$ cat config.mk
export PLATFORM = sky130hd
export DESIGN_NAME = mem_arbiter
export DESIGN_NICKNAME = d
export VERILOG_FILES = /design/src/rtl/mem_arbiter.sv
export SDC_FILE = /design/constraint.sdc
export NUM_CORES = 1
export LEC_CHECK = 0
export CAP_MARGIN = 20
export CORE_MARGIN = 3
export CORE_UTILIZATION = 41
export CTS_CLUSTER_SIZE = 30
export DETAILED_ROUTE_END_ITERATION = 10
export GPL_ROUTABILITY_DRIVEN = 0
export PLACE_DENSITY = 0.88
export REMOVE_ABC_BUFFERS = 1
export SLEW_MARGIN = 20
export SYNTH_ARGS = -nofsm -noshare
export SYNTH_HDL_FRONTEND = slang
export SYNTH_SLANG_ARGS = --single-unit
export TNS_END_PERCENT = 5
$ cat constraint.sdc
create_clock -name CLK -period 2.2 [get_ports CLK]
set_clock_uncertainty 0.05 [all_clocks]
set_input_delay 0.22 -clock CLK [delete_from_list [all_inputs] [get_ports CLK]]
set_output_delay 0.22 -clock CLK [all_outputs]
set_load 0.1 [all_outputs]
$ cat src/rtl/mem_arbiter.sv
// Single-port RAM arbiter: data accesses win over instruction fetches, one request in flight.
// Optional access watchdog enabled by defining MEM_ARBITER_WATCHDOG_EN.
module mem_arbiter #(
  parameter int WD_LIMIT = 255
) (
  input  logic        CLK,
  input  logic        nRST,
  input  logic        iREN,
  input  logic [31:0] iaddr,
  output logic [31:0] iload,
  output logic        ihit,
  input  logic        dREN,
  input  logic        dWEN,
  input  logic [31:0] daddr,
  input  logic [31:0] dstore,
  output logic [31:0] dload,
  output logic        dhit,
  output logic        ramREN,
  output logic        ramWEN,
  output logic [31:0] ramaddr,
  output logic [31:0] ramstore,
  input  logic [31:0] ramload,
  input  logic [1:0]  ramstate,
  output logic        wd_err
);

  localparam logic [1:0] IDLE = 2'd0;
  localparam logic [1:0] DACC = 2'd1;
  localparam logic [1:0] IACC = 2'd2;
  localparam logic [1:0] RESP = 2'd3;

  localparam logic [1:0] RAM_ACCESS = 2'd2;
  localparam logic [1:0] RAM_ERROR  = 2'd3;

  logic [1:0]  state_reg, state_next;
  logic [31:0] addr_reg, store_reg;
  logic        write_reg, data_reg;
  logic [31:0] iload_reg, dload_reg;
  logic        in_acc, ram_access, ram_error, timeout;

  assign in_acc     = (state_reg == DACC) || (state_reg == IACC);
  assign ram_access = (ramstate == RAM_ACCESS);
  assign ram_error  = (ramstate == RAM_ERROR);

  always_comb begin
    state_next = state_reg;
    case (state_reg)
      IDLE: begin
        if (dREN || dWEN)
          state_next = DACC;
        else if (iREN)
          state_next = IACC;
      end
      DACC, IACC: begin
        if (ram_access)
          state_next = RESP;
        else if (ram_error || timeout)
          state_next = IDLE;
      end
      default: state_next = IDLE;
    endcase
  end

  always_ff @(posedge CLK or negedge nRST) begin
    if (!nRST) begin
      state_reg <= IDLE;
      addr_reg  <= '0;
      store_reg <= '0;
      write_reg <= 1'b0;
      data_reg  <= 1'b0;
      iload_reg <= '0;
      dload_reg <= '0;
    end else begin
      state_reg <= state_next;
      if (state_reg == IDLE) begin
        if (dREN || dWEN) begin
          addr_reg  <= daddr;
          store_reg <= dstore;
          write_reg <= dWEN;
          data_reg  <= 1'b1;
        end else if (iREN) begin
          addr_reg  <= iaddr;
          store_reg <= '0;
          write_reg <= 1'b0;
          data_reg  <= 1'b0;
        end
      end
      if (ram_access && (state_reg == DACC) && !write_reg)
        dload_reg <= ramload;
      if (ram_access && (state_reg == IACC))
        iload_reg <= ramload;
    end
  end

  // RAM port is driven only from the latched request, never from live requestor inputs.
  assign ramREN   = (state_reg == IACC) || ((state_reg == DACC) && !write_reg);
  assign ramWEN   = (state_reg == DACC) && write_reg;
  assign ramaddr  = in_acc ? addr_reg : '0;
  assign ramstore = in_acc ? store_reg : '0;

  assign dhit  = (state_reg == RESP) && data_reg;
  assign ihit  = (state_reg == RESP) && !data_reg;
  assign iload = iload_reg;
  assign dload = dload_reg;

`ifdef MEM_ARBITER_WATCHDOG_EN
  localparam int CW = (WD_LIMIT < 2) ? 1 : $clog2(WD_LIMIT + 1);

  logic [CW-1:0] wd_cnt_reg;
  logic          wd_err_reg;

  // Fires on the WD_LIMIT-th access cycle unless the RAM resolves the access in that cycle.
  assign timeout = in_acc && !ram_access && !ram_error && ((int'(wd_cnt_reg) + 1) >= WD_LIMIT);

  always_ff @(posedge CLK or negedge nRST) begin
    if (!nRST) begin
      wd_cnt_reg <= '0;
      wd_err_reg <= 1'b0;
    end else begin
      // Access states are only entered from IDLE, so clearing there clears on entry.
      if (state_reg == IDLE)
        wd_cnt_reg <= '0;
      else if (in_acc && (int'(wd_cnt_reg) < WD_LIMIT))
        wd_cnt_reg <= wd_cnt_reg + 1'b1;
      if (timeout)
        wd_err_reg <= 1'b1;
    end
  end

  assign wd_err = wd_err_reg;
`else
  assign timeout = 1'b0;
  // Constant 0 for any legal WD_LIMIT; keeps the parameter referenced in this build.
  assign wd_err  = (WD_LIMIT < 0);
`endif

endmodule
==> flow_summary.json <==
{
  "status": "completed",
  "synth_top_family_by_area": "multiplexers",
  "reg2reg_depth": 5,
  "ant_nets": 0,
  "hold_violations": 0,
  "clockBufferDepth": 2,
  "route.detailed.drc": 0,
  "start_util_pct": 42.5,
  "cts_sinks": 132,
  "r2r-end": "dload[8]",
  "synth-simple-area-share_pct": 10.8,
  "min_path_type": "in -> async",
  "cp_max_fo": 28,
  "whs_ns": 0.234,
  "fmax_ghz": 0.479,
  "syn_to_final_growth_pct": 69.5,
  "r2r-start": "state_reg[1]",
  "postCtsSetupBuffers": 0,
  "drive_above_1_share_pct": 32.9,
  "synth_xor_area_share_pct": 0,
  "grt_remaining_overflow": 0,
  "multi_input_area_um2": 2260,
  "via_per_inst": 5.09,
  "placedCellCount": 872,
  "slowest_delay_ns": 0.39,
  "syn_inst": 451,
  "final.setup.tns_ns": 0,
  "layout_commonest_cell": "clkdlybuf4s50_1",
  "h-tree-depth": 4,
  "yosys_warnings": 0,
  "synthAdderAreaFrac_pct": 0.876,
  "die_h_um": 124,
  "reg2reg_slack_ns": 0.28,
  "crit_arrival_ns": 1.82,
  "grt_usage_pct": 21.6,
  "wl_mm": 16.8,
  "first_pass_iters": 5,
  "grt_first_pass_wirelength_mm": 25.2,
  "avgSynthCellArea_um2": 12.7,
  "synth-seq-cells": 132,
  "setup_viol": 0,
  "final.period_utilization_pct": 94.9,
  "cp_data_required_time_ns": 1.93,
  "dpl.hpwl_mm": 12.4,
  "clock_latency_ns": 0.41,
  "cts_made_buffers": 17,
  "rsz0062_at_grt": "false",
  "design_area_um2": 9680,
  "max_slew_margin_pct": 51.4,
  "clk_transition_reported_paths_ns": 0.06,
  "dieArea_um2": 15400,
  "crit_path_end_kind": "output port",
  "path_cells": "inv_1, ha_4, buf_8, and2_1, buf_12",
  "netlist_area_um2": 5710,
  "num_rows": 42,
  "synthMuxAreaShare_pct": 18.6,
  "ys_seq_area_share_pct": 57.8,
  "grt_max_degree": 98,
  "cts_tree": "yes",
  "portBuffers": 266,
  "final_nets": 855,
  "io_pins": 268,
  "grt_pass1_vias": 4808,
  "die_w_um": 124,
  "first_iter_violations": 198,
  "min_period_ns": 2.09,
  "fill_cells": 867,
  "wl_per_cell_um": 18.6,
  "synth_compound_area_share_pct": 8.67,
  "ys_types": 27,
  "antennaDiodeCount": 0,
  "final_cells": 903,
  "placed_area_um2": 9070,
  "mostFrequentLayoutCells": "clkdlybuf4s50_1 (133), dfrtp_1 (132), buf_4 (72)",
  "antenna_found_initial": 0,
  "worstMarginPinSlew_ns": 0.727,
  "start_kind": "flip-flop",
  "coreArea_um2": 13500,
  "final-max-slew-violation-count": 0,
  "cts-root-buf": "clkbuf_16",
  "slowest_stage": "dfrtp_1",
  "maxCapViolCount": 0,
  "vias": 4597,
  "path_class": "reg -> out",
  "regArea_um2": 3300
}
critical path: cells and delay by family, from the launching register on:
| kind | cells | cell delay (ns) |
|---|---|---|
| adder cells (fa/ha/maj) | 1 | 0.32 |
| AND/OR/NAND/NOR | 1 | 0.21 |
| flip-flops | 1 | 0.39 |
| buffers and inverters | 3 | 0.47 |
how the worst max path moves through the flow:
| stage | startpoint | end | slack (ns) | cells after the start |
|---|---|---|---|---|
| 3_3_place_gp | dREN | store_reg[20] | 0.04 | 4 |
| 3_5_place_dp | dREN | addr_reg[23] | 0.17 | 5 |
| 4_1_cts | state_reg[0] | ramstore[28] | 0.007 | 5 |
| 5_1_grt | state_reg[1] | ramaddr[16] | 0.03 | 5 |
| 2_1_floorplan | state_reg[1] | dload[0] | -2.26 | 4 |
| 6_report | state_reg[0] | ramstore[28] | 0.11 | 5 |
per-stage QoR:
stage          worst slack [ns]  util (%)
2_1_floorplan             -2.26         -
3_3_place_gp             0.0425      67.4
3_5_place_dp              0.166      67.5
4_1_cts                 0.00700      71.9
5_1_grt                  0.0275      72.0
6_report                  0.112      72.0
synth_stat cells:
cell      count  area [um2]
a21o_1        2        15.0
a21oi_1       1        5.00
a22o_1       32         280
and2_1       66         413
buf_2        14        70.1
buf_4         8        60.1
clkbuf_1      9        33.8
clkbuf_2      1        5.00
conb_1        1        3.75
dfrtp_1     132        3300
ha_1          4        50.1
inv_1         3        11.3
mux2_1        2        22.5
mux2_2       63         709
mux2i_1      33         330
nand2_1      36         135
nand2b_1      1        6.26
nand3b_1      1        7.51
nor2_4        1        11.3
nor2b_1       3        18.8
nor3_1        1        5.00
nor4bb_1      1        10.0
o21ai_0      26         130
o21ai_1       7        35.0
o31a_1        1        8.76
o31ai_4       1        21.3
or4bb_1       1        11.3
cells by family (layout without fill, tap and decap cells):
logic type	count (synthesis)	count (layout)
multiplexers	98	98
other	1	1
flip-flops	132	132
buffers and inverters	35	311
AND/OR/NAND/NOR	111	111
adder cells (fa/ha/maj)	4	4
AO/OA/AOI/OAI	70	70
cell type report:
cell class                 count  share of cell area (%)
sequential                   132                    34.1
clock inverter                 8                    1.06
tap                          176                    2.27
clock buffer                  22                    4.79
inverter                       3                   0.116
timing repair buffer         278                    34.3
multi-input combinational    284                    23.4
routing by layer:
layer  vias up  track usage, %  wire (um)
li1       2083               -          -
met4         0            7.05        309
met1      2238            23.8       6210
met2       249            38.8       8660
met3        27            7.40       1600
met5         -               0          0
what timing repair did:
item,CTS,global route
hold endpoints to repair,26,0
setup endpoints to repair,60,64
resized for setup,6,1
hold buffers,1,0
Power is not shown: default switching activity piles up to over one toggle a cycle in this logic, so the estimate is an artifact.
